File: src/rtl/ch_conf_loader.sv
// Packet-driven channel config loader: A5, chan, 10 payload bytes, XOR checksum -> atomic 80-bit commit + ACK/NAK.
// Commit visible two edges after checksum strobe; response held until i_tx_ready; rx bytes dropped while busy responding.
module ch_conf_loader #(
  parameter int          CH_NO       = 4,
  parameter logic [79:0] CONF_RST    = 80'h0,
  parameter int          TIMEOUT_CYC = 434000
) (
  input  logic                  i_clk,
  input  logic                  i_rst,
  input  logic [7:0]            i_rx_data,
  input  logic                  i_rx_valid,
  output logic [CH_NO*80-1:0]   o_ch_conf,
  output logic [CH_NO-1:0]      o_conf_upd,
  output logic [7:0]            o_tx_data,
  input  logic                  i_tx_ready,
  output logic                  o_tx_valid,
  output logic                  o_busy,
  output logic                  o_err
);

  localparam logic [7:0] HDR = 8'hA5;
  localparam logic [7:0] ACK = 8'h06;
  localparam logic [7:0] NAK = 8'h15;
  localparam int         TW  = $clog2(TIMEOUT_CYC + 1);

  typedef enum logic [2:0] {IDLE, CHAN, PAYLOAD, CSUM, COMMIT, RESP} state_t;

  state_t               state_q;
  logic [7:0]           idx_q;
  logic [7:0]           csum_q;
  logic [3:0]           cnt_q;
  logic [79:0]          stage_q;
  logic [TW-1:0]        tmo_q;
  logic [CH_NO*80-1:0]  conf_q;
  logic [CH_NO-1:0]     upd_q;
  logic [7:0]           tx_data_q;
  logic                 tx_valid_q;
  logic                 err_q;

  logic       in_pkt;
  logic       tmo_hit;
  logic       ch_bad;
  logic [7:0] csum_d;

  assign in_pkt  = (state_q == CHAN) || (state_q == PAYLOAD) || (state_q == CSUM);
  // Abort on the TIMEOUT_CYC-th consecutive idle clock since the last byte.
  assign tmo_hit = in_pkt && !i_rx_valid && (tmo_q == TW'(TIMEOUT_CYC - 1));
  assign ch_bad  = int'(i_rx_data) >= CH_NO;
  assign csum_d  = csum_q ^ i_rx_data;

  always_ff @(posedge i_clk) begin
    if (i_rst) begin
      state_q    <= IDLE;
      idx_q      <= '0;
      csum_q     <= '0;
      cnt_q      <= '0;
      stage_q    <= '0;
      tmo_q      <= '0;
      conf_q     <= {CH_NO{CONF_RST}};
      upd_q      <= '0;
      tx_data_q  <= '0;
      tx_valid_q <= 1'b0;
      err_q      <= 1'b0;
    end else begin
      upd_q <= '0;
      err_q <= 1'b0;

      if (in_pkt && !i_rx_valid) tmo_q <= tmo_q + TW'(1);
      else                       tmo_q <= '0;

      if (tmo_hit) begin
        state_q <= IDLE;
        stage_q <= '0;
        err_q   <= 1'b1;
      end else begin
        case (state_q)
          IDLE: begin
            if (i_rx_valid && i_rx_data == HDR) state_q <= CHAN;
          end
          CHAN: begin
            if (i_rx_valid) begin
              idx_q  <= i_rx_data;
              csum_q <= i_rx_data;
              cnt_q  <= '0;
              if (ch_bad) begin
                tx_data_q  <= NAK;
                tx_valid_q <= 1'b1;
                err_q      <= 1'b1;
                state_q    <= RESP;
              end else begin
                state_q <= PAYLOAD;
              end
            end
          end
          PAYLOAD: begin
            if (i_rx_valid) begin
              stage_q[{cnt_q, 3'b000} +: 8] <= i_rx_data;
              csum_q <= csum_d;
              if (cnt_q == 4'd9) state_q <= CSUM;
              else               cnt_q   <= cnt_q + 4'd1;
            end
          end
          CSUM: begin
            if (i_rx_valid) begin
              if (i_rx_data == csum_q) begin
                state_q <= COMMIT;
              end else begin
                tx_data_q  <= NAK;
                tx_valid_q <= 1'b1;
                err_q      <= 1'b1;
                state_q    <= RESP;
              end
            end
          end
          COMMIT: begin
            // Whole-slice write of the addressed channel only; others keep their value.
            for (int c = 0; c < CH_NO; c++) begin
              if (idx_q == 8'(c)) begin
                conf_q[c*80 +: 80] <= stage_q;
                upd_q[c]           <= 1'b1;
              end
            end
            tx_data_q  <= ACK;
            tx_valid_q <= 1'b1;
            state_q    <= RESP;
          end
          RESP: begin
            if (i_tx_ready) begin
              tx_valid_q <= 1'b0;
              state_q    <= IDLE;
            end
          end
          default: state_q <= IDLE;
        endcase
      end
    end
  end

  assign o_ch_conf  = conf_q;
  assign o_conf_upd = upd_q;
  assign o_tx_data  = tx_data_q;
  assign o_tx_valid = tx_valid_q;
  assign o_busy     = (state_q != IDLE);
  assign o_err      = err_q;

endmodule
File: config.mk
export PLATFORM = sky130hd
export DESIGN_NAME = ch_conf_loader
export DESIGN_NICKNAME = d
export VERILOG_FILES = /design/src/rtl/ch_conf_loader.sv
export SDC_FILE = /design/constraint.sdc
export NUM_CORES = 1
export LEC_CHECK = 0
export ABC_CLOCK_PERIOD_IN_PS = 2900
export CORE_ASPECT_RATIO = 1.25
export CORE_MARGIN = 1.5
export CORE_UTILIZATION = 40
export DETAILED_ROUTE_END_ITERATION = 8
export DONT_BUFFER_PORTS = 1
export HOLD_SLACK_MARGIN = 0.1
export PLACE_DENSITY = 0.55
export REMOVE_ABC_BUFFERS = 1
export SYNTH_ARGS = -nofsm -noshare
export SYNTH_HDL_FRONTEND = slang
export SYNTH_SLANG_ARGS = --single-unit
export TNS_END_PERCENT = 5
File: constraint.sdc
create_clock -name i_clk -period 2.9 [get_ports i_clk]
set_clock_uncertainty 0.05 [all_clocks]
set_input_delay 0.87 -clock i_clk [delete_from_list [all_inputs] [get_ports i_clk]]
set_output_delay 0.87 -clock i_clk [all_outputs]
set_load 0.05 [all_outputs]
==> results of run 1 <==
==> worst max path at each step <==
stage	endpoint	depth (start not counted)	slack [ns]	startpoint
floorplan	o_ch_conf[160]	5	-2.85	state_q[2]
global placement	stage_q[53]	5	0.41	i_rx_valid
detailed placement	stage_q[54]	5	0.38	i_rx_valid
CTS	o_busy	1	0.19	state_q[1]
global route	o_busy	1	0.14	state_q[1]
finish	o_busy	1	0.21	state_q[1]
==> cells in the mapped netlist (2+ instances only) <==
cell type    n
a211oi_1     3
a21oi_1    372
a32oi_1     10
and2_1       6
and3_1      18
and3b_1      2
buf_2       60
buf_4        5
clkbuf_1    92
dfxtp_1    451
ha_1         6
inv_1        8
mux2i_1     48
nand2_1    666
nand2b_1     5
nand3_1     36
nand3b_1     2
nand4_1      9
nand4b_1     3
nor2_1      87
nor2_8       2
nor2b_1      8
nor3_1       9
nor3_2       2
nor3b_1      3
nor3b_2      2
nor4_1       6
o21ai_0     44
or3_1        7
or4_1        3
or4b_1       9
xnor2_1     12
xor2_1      13
==> final cells by class <==
type,instances,area share (%)
Clock inverter,16,0.856
Inverter,8,0.162
Sequential cell,451,48.7
Tap cell,552,3.72
Multi-Input combinational cell,1417,37.5
Clock buffer,67,7.46
Timing Repair Buffer,28,1.67
==> logic make-up (layout without fill, tap and decap cells) <==
logic type,after synthesis,after routing
AO/OA/AOI/OAI,440,440
other,1,4
flip-flops,451,451
adder cells (fa/ha/maj),6,6
AND/OR/NAND/NOR,894,894
multiplexers,48,48
XOR/XNOR,25,25
buffers and inverters,168,119
==> state kept, by name, indices dropped and copies added (netlist names) <==
| register | count |
|---|---|
| idx_q | 8 |
| csum_q | 8 |
| o_err | 1 |
| tmo_q | 19 |
| state_q | 3 |
| stage_q | 80 |
| o_conf_upd | 4 |
| cnt_q | 4 |
| o_ch_conf | 320 |
| o_tx_data | 3 |
| o_tx_valid | 1 |
==> metrics by stage <==
| step | setup WS, ns | setup TNS (ns) | instance area [um^2] | total power, W | hold WS (ns) |
|---|---|---|---|---|---|
| final | 0.214 | 0 | 18600 | 0.0129 | 0.365 |
| after global routing | 0.144 | 0 | 18600 | 0.0133 | 0.352 |
| after CTS | 0.188 | 0 | 18600 | 0.0130 | 0.337 |
| after detailed placement | 0.376 | 0 | 17000 | 0.00702 | 0.384 |
| after global placement | 0.408 | 0 | 17000 | 0.00702 | 0.381 |
| after floorplan | -2.85 | -520.16 | 16000 | 0.00682 | 0.363 |
==> where the power goes <==
part	internal [W]	switching, W
sequential	0.00625	0.000120
combinational	0.000129	0.000384
clock	0.00357	0.00244
==> metal layers <==
layer | global-route usage [%] | part of all wire, % | vias to the layer above
met3 | 4.59 | 6.6 | 86
met2 | 39.1 | 50 | 382
met1 | 27.7 | 41 | 6402
li1 | - | - | 6529
met5 | 0 | 0 | -
met4 | 7.29 | 2.7 | 0
==> flow_metrics.tcl, run 1 <==
set metrics [dict create \
    status "finished, final reports clean" \
    cpPeakStageDelay_ns 0.65 \
    cts_resized 0 \
    hold_buffers 0 \
    cp_top_family "flip-flops" \
    synth_compound_area_share_pct 13.8 \
    cts_made_buffers 46 \
    path_buf_inv 0 \
    via_per_inst 5.28 \
    yosys.area_share.simple_pct 22.9 \
    fin_util_pct 45.2 \
    grt_max_degree 352 \
    grt_pass1_wl_um 75300 \
    fmax_ghz 0.372 \
    rows 83 \
    ir_worst_vdd_mv 0.441 \
    grt-ovfl-total 0 \
    antenna_found_initial 0 \
    synthCells 2033 \
    whs_path_depth 1 \
    ys_seq_elements 451 \
    synth_top_family_by_area "simple AND/OR/NAND/NOR gates" \
    holdPathEnd "o_ch_conf[151]" \
    synthArstFlopShare_pct 0 \
    critPathKind "reg -> out" \
    core_um2 41000 \
    post-route-period-util_pct 92.6 \
    r2r_cells 5 \
    dieArea_um2 42800 \
    gp_congestion 0.776 \
    p_per_area_nw_per_um2 695 \
    cts_tree "built" \
    start_util_pct 40.6 \
    fin_crit_ns 2.69 \
    r2r-start "state_q[1]" \
    drive_gt1_share_pct 6.34 \
    finalMaxSlewViolations 0 \
    drt_wl_total_um 50000 \
    num_io_pins 347 \
    postSynthAreaPerCell_um2 8.19 \
    start_kind "flip-flop" \
    regArea_um2 9030 \
    synthMuxAreaShare_pct 2.89 \
    synth_xor_area_share_pct 1.32 \
    hp-class "in -> reg" \
    ys_types 57 \
    yosysTopAreaCellShare_pct 54.3 \
    synth_edf_count 0 \
    yosysTopAreaCell "dfxtp_1" \
    synthAdderAreaFrac_pct 0.451 \
    port_buffers 0 \
    layout_commonest_cell "nand2_1" \
    arrival_ns 1.77 \
    multi_input_area_um2 6950 \
    dp.cells 2456 \
    track_usage_pct 22.5 \
    num_antenna_cells 0 \
    cp_cell_sequence "or3_1" \
    die_h_um 231 \
    cts-root-buf "clkbuf_16" \
    worstPathMaxFanout 13 \
    dr.first_iter.drc_count 812 \
    r2r_end "o_ch_conf[14]" \
    grt_pass1_vias 12500 \
    post_cts_buffers 0 \
    tightestPinTransition_ns 1.11 \
    rsz0062_at_grt "no" \
    cts.path.max_buffers 3 \
    cp_slowest_cell "dfxtp_1" \
    route.vias.total 13400 \
    cts_sinks 451 \
    synth_warnings 0 \
    final_hold_viol_count 0 \
    slew_headroom_pct 26.0 \
    required_ns 1.98 \
    clk_latency_ns 0.55 \
    path_clk_slew_ns 0.06 \
    min_from "i_rst" \
    firstDrtPassIters 5 \
    p_leak_nw 6.08 \
    hpwl_um 30500 \
    syn_area_um2 16600 \
    cap_violations 0 \
    die_x_um 185 \
    n_fill_cell 4028 \
    synth_flop_cell "dfxtp_1" \
    yosys-top-cells-area "dfxtp_1 (54%), nand2_1 (15%), a21oi_1 (11%), mux2i_1 (2.9%), clkbuf_1 (2.1%)" \
    cp-end-kind "output pin" \
    drcViolationCount 0 \
    htree_levels 2 \
    rrSetupSlack_ns 0.37 \
    area_growth_pct 11.5 \
    nets 1970 \
    ant_nets 0 \
    wire_per_inst_um 19.7 \
    mostFrequentLayoutCells "nand2_1 (666), dfxtp_1 (451), a21oi_1 (372)" \
    setup_viol 0 \
    yosysSeqAreaShare_pct 54.3 \
    final_cells 2539 \
]
Note: power is estimated with default switching activity, not from simulation.
==> run 2, diff against run 1 <==
--- a/config.mk
+++ b/config.mk
@@ -8,12 +8,13 @@
 export ABC_CLOCK_PERIOD_IN_PS = 2900
 export CORE_ASPECT_RATIO = 1.25
 export CORE_MARGIN = 1.5
-export CORE_UTILIZATION = 40
+export CORE_UTILIZATION = 50
 export DETAILED_ROUTE_END_ITERATION = 8
 export DONT_BUFFER_PORTS = 1
 export HOLD_SLACK_MARGIN = 0.1
-export PLACE_DENSITY = 0.55
+export PLACE_DENSITY = 0.66
 export REMOVE_ABC_BUFFERS = 1
+export SLEW_MARGIN = 40
 export SYNTH_ARGS = -nofsm -noshare
 export SYNTH_HDL_FRONTEND = slang
 export SYNTH_SLANG_ARGS = --single-unit
==> flow_metrics.tcl, run 2 (same netlist as run 1, synthesis figures left out) <==
set metrics [dict create \
    status "finished with violations" \
    failed_checks "DRC" \
    num_antenna_cells 0 \
    grt_pass1_vias 12600 \
    worstPathMaxFanout 42 \
    cts_made_buffers 43 \
    start_util_pct 50.8 \
    layout_commonest_cell "nand2_1" \
    n_fill_cell 3064 \
    fmax_ghz 0.373 \
    via_per_inst 5.66 \
    largest_reg_flops 320 \
    hold_slack_ns 0.362 \
    ant_nets 0 \
    setup_viol 0 \
    start_kind "flip-flop" \
    hpwl_um 29100 \
    finalMaxSlewViolations 0 \
    route.vias.total 13500 \
    track_usage_pct 26.4 \
    path_clk_slew_ns 0.06 \
    post-route-period-util_pct 92.5 \
    required_ns 3.25 \
    slew_headroom_pct 44.8 \
    p_leak_nw 6.00 \
    rows 74 \
    gp_congestion 0.833 \
    dieArea_um2 34400 \
    htree_levels 2 \
    arrival_ns 3.04 \
    die_h_um 207 \
    firstDrtPassIters 8 \
    port_buffers 0 \
    clk_latency_ns 0.54 \
    grt-ovfl-total 0 \
    cts_tree "built" \
    p_per_area_nw_per_um2 683 \
    cts_sinks 451 \
    num_io_pins 347 \
    rsz0062_at_grt "no" \
    hp-class "in -> reg" \
    ir_worst_vdd_mv 0.508 \
    setup_ws_ns 0.219 \
    cp-end-kind "flip-flop" \
    dr.first_iter.drc_count 1138 \
    mostFrequentLayoutCells "nand2_1 (666), dfxtp_1 (451), a21oi_1 (372)" \
    final_hold_viol_count 0 \
    cap_violations 0 \
    cts.path.max_buffers 3 \
    post_cts_buffers 0 \
    grt_max_degree 352 \
    wire_per_inst_um 19.7 \
    preCtsSetupSlack_ns 0.269 \
    core_um2 32800 \
    fin_crit_ns 2.68 \
    power_w 0.0125 \
    die_x_um 166 \
    drt_wl_total_um 47300 \
    antenna_found_initial 1 \
    critPathKind "reg -> reg" \
    nets 1966 \
    area_growth_pct 9.58 \
    cts-root-buf "clkbuf_16" \
    grt_pass1_wl_um 72400 \
    tightestPinTransition_ns 0.828 \
    drcViolationCount 21 \
    drive_gt1_share_pct 5.72 \
]
run 2: final timing paths:
path | from | to | slack (ns) | cells after the start
setup / recovery | state_q[2] | o_ch_conf[19] | 0.22 | 6
hold / removal | i_rst | o_ch_conf[305] | 0.36 | 1
setup reg to reg | state_q[2] | o_ch_conf[19] | 0.22 | 6
hold reg to reg | tmo_q[0] | tmo_q[0] | 0.39 | 1
run 2: repair_timing:
item                       CTS  global route
resized for setup            0             1
hold buffers                 0             0
setup endpoints to repair    0             3
run 2: cell type report:
cell class / count / area [um^2] / area share, %
Clock buffer: 67 / 1320 / 7.23
Clock inverter: 6 / 80.1 / 0.439
Inverter: 8 / 30.0 / 0.165
Multi-Input combinational cell: 1417 / 6950 / 38.1
Sequential cell: 451 / 9030 / 49.5
Tap cell: 418 / 523 / 2.87
Timing Repair Buffer: 27 / 303 / 1.66
run 2: per-stage QoR:
| stage | std cells | util, % | setup TNS (ns) | cell area (um^2) |
|---|---|---|---|---|
| global route | 2394 | 55.6 | 0 | 18200 |
| CTS | 2394 | 55.6 | 0 | 18200 |
| floorplan | 1876 | - | -520.16 | 16000 |
| finish | 2394 | 55.6 | 0 | 18200 |
| detailed placement | 2321 | 51.4 | 0 | 16800 |
| global placement | 2320 | 51.3 | 0 | 16800 |
run 2: critical path, stage by stage (launching register included):
cell     delay [ns]
dfxtp_1        0.59
nor3b_2        0.43
nand3_1        0.34
or3_4          0.64
buf_12         0.27
nand2_1        0.11
a21oi_1        0.06
run 2: metal layers:
layer  vias up  global-route usage (%)  routed length (um)
li1       6505                       -                   -
met1      6499                    31.7               18900
met2       433                    46.4               23400
met3       109                    5.36                3130
met4         0                    11.2                1850
met5         -                       0                   0
run 2: where the power goes:
group / switching, W / internal [W] / total, W
clock network: 0.00230 / 0.00329 / 0.00558
logic: 0.000372 / 0.000135 / 0.000507
registers: 0.000126 / 0.00625 / 0.00637
==> run 3, diff against run 2 <==
--- a/config.mk
+++ b/config.mk
@@ -11,6 +11,7 @@
 export CORE_UTILIZATION = 50
 export DETAILED_ROUTE_END_ITERATION = 8
 export DONT_BUFFER_PORTS = 1
+export GPL_TIMING_DRIVEN = 0
 export HOLD_SLACK_MARGIN = 0.1
 export PLACE_DENSITY = 0.66
 export REMOVE_ABC_BUFFERS = 1
==> flow_metrics.tcl, run 3 (same netlist as run 1, synthesis figures left out) <==
set metrics [dict create \
    status "finished with violations" \
    failed_checks "DRC" \
    dieArea_um2 34400 \
    drt_wl_total_um 48000 \
    fin_util_pct 56.9 \
    whs_path_depth 1 \
    via_per_inst 5.64 \
    cts_made_buffers 44 \
    cp-end-kind "flip-flop" \
    cts_sinks 451 \
    slew_headroom_pct 24.0 \
    ant_nets 0 \
    grt_util_met3_pct 5.95 \
    setup_viol 0 \
    num_io_pins 347 \
    grt_most_used_layer "met2" \
    start_util_pct 50.8 \
    n_fill_cell 2984 \
    grt_pass1_vias 12800 \
    drcViolationCount 20 \
    post-route-period-util_pct 95.1 \
    antenna_found_initial 0 \
    wire_per_inst_um 19.7 \
    holdPathEnd "o_ch_conf[215]" \
    rrSetupSlack_ns 0.14 \
    clk_latency_ns 0.55 \
    path_clk_slew_ns 0.06 \
    core_um2 32800 \
    port_buffers 0 \
    grt_pass1_wl_um 73400 \
    dr.first_iter.drc_count 1381 \
    area_growth_pct 12.0 \
    gp_congestion 0.816 \
    p_leak_nw 6.21 \
    num_antenna_cells 0 \
    cts-root-buf "clkbuf_16" \
    cts.path.max_buffers 3 \
    worstPathMaxFanout 13 \
    grt-ovfl-total 0 \
    hp-class "in -> reg" \
    rows 74 \
    critPathKind "reg -> reg" \
    r2r-start "state_q[0]" \
    finalMaxSlewViolations 0 \
    hpwl_um 31200 \
    die_h_um 207 \
    r2r_end "o_ch_conf[170]" \
    die_x_um 166 \
    nets 1999 \
    hold_slack_ns 0.354 \
    start_kind "flip-flop" \
    tightestPinTransition_ns 1.14 \
    arrival_ns 3.16 \
    htree_levels 2 \
    mostFrequentLayoutCells "nand2_1 (666), dfxtp_1 (447), a21oi_1 (372)" \
    ir_worst_vdd_mv 0.514 \
    layout_commonest_cell "nand2_1" \
    track_usage_pct 26.9 \
    fmax_ghz 0.363 \
    min_from "i_rst" \
    grtUsageMet1_pct 32.6 \
    firstDrtPassIters 9 \
    cts_tree "built" \
    largest_reg_flops 320 \
    grt_max_degree 352 \
    grt_use_met2_pct 46.1 \
    fin_crit_ns 2.76 \
    final_hold_viol_count 0 \
    route.vias.total 13700 \
    r2r_cells 10 \
    p_per_area_nw_per_um2 686 \
    drive_gt1_share_pct 8.04 \
    cap_violations 0 \
    crit_path_start "state_q[0]" \
    required_ns 3.30 \
]
run 3: changes by cell type in the layout (fill, tap and decap cells not counted), sizes merged:
cell      delta
buf         +32
clkinv       +2
clkinvlp     +2
inv          +2
bufinv       +1
clkbuf       +1
run 3: area by class of cell:
| cell class | count | area [um^2] | area share (%) |
|---|---|---|---|
| inverters | 8 | 30.0 | 0.161 |
| flip-flops and latches | 451 | 9040 | 48.5 |
| clock inverters | 13 | 153 | 0.819 |
| multi-input cells | 1417 | 7010 | 37.6 |
| clock buffers | 68 | 1320 | 7.09 |
| repair buffers | 59 | 562 | 3.01 |
| well taps | 418 | 523 | 2.81 |
run 3: worst max path at each step:
stage                     endpoint  slack (ns)  cells past startpoint
floorplan           o_ch_conf[160]       -2.85                      5
global placement    o_ch_conf[187]       -7.96                      5
detailed placement  o_ch_conf[238]       -0.37                     10
CTS                    stage_q[74]       0.006                      5
global route        o_ch_conf[171]      -0.001                     10
finish              o_ch_conf[170]        0.14                     10
run 3: worst max-delay path, cell delays in order, from the launching register on:
cell and delay [ns]:
dfxtp_1 0.48, nor3b_4 0.39, nand3_4 0.19, nor3b_4 0.32
buf_4 0.24, buf_4 0.20, buf_6 0.16, buf_2 0.22
buf_4 0.20, nand2_1 0.06, a21oi_1 0.13
run 3: per-layer routing:
| metal | wire length, um | up-vias |
|---|---|---|
| met5 | 0 | - |
| met3 | 3510 | 109 |
| met2 | 23200 | 483 |
| met1 | 19300 | 6530 |
| met4 | 1930 | 0 |
| li1 | - | 6598 |
run 3: report_power, final:
part | internal, W | switching [W] | total [W]
sequential | 0.00625 | 0.000159 | 0.00641
combinational | 0.000183 | 0.000387 | 0.000570
clock | 0.00341 | 0.00239 | 0.00581
total | 0.00985 | 0.00294 | 0.0128
run 3: stage by stage:
stage	area, um^2	instances	TNS, ns	setup WS (ns)	total power [W]
floorplan	16000	1876	-520.16	-2.85	0.00682
global placement	16500	2294	-1801.46	-7.96	0.00697
detailed placement	17100	2348	-17.82	-0.367	0.00708
CTS	18600	2429	0	0.00599	0.0129
global route	18600	2434	-0.00123	-0.00123	0.0132
finish	18600	2434	0	0.143	0.0128
run 3: what timing repair did:
item / in CTS / in global routing
endpoints found under the hold margin: 0 / 0
pin swaps: 0 / 2
setup buffers: 0 / 5
gates resized for setup: 8 / 5
endpoints found under the setup margin: 118 / 39
hold buffers: 0 / 0
gates cloned: 0 / 0
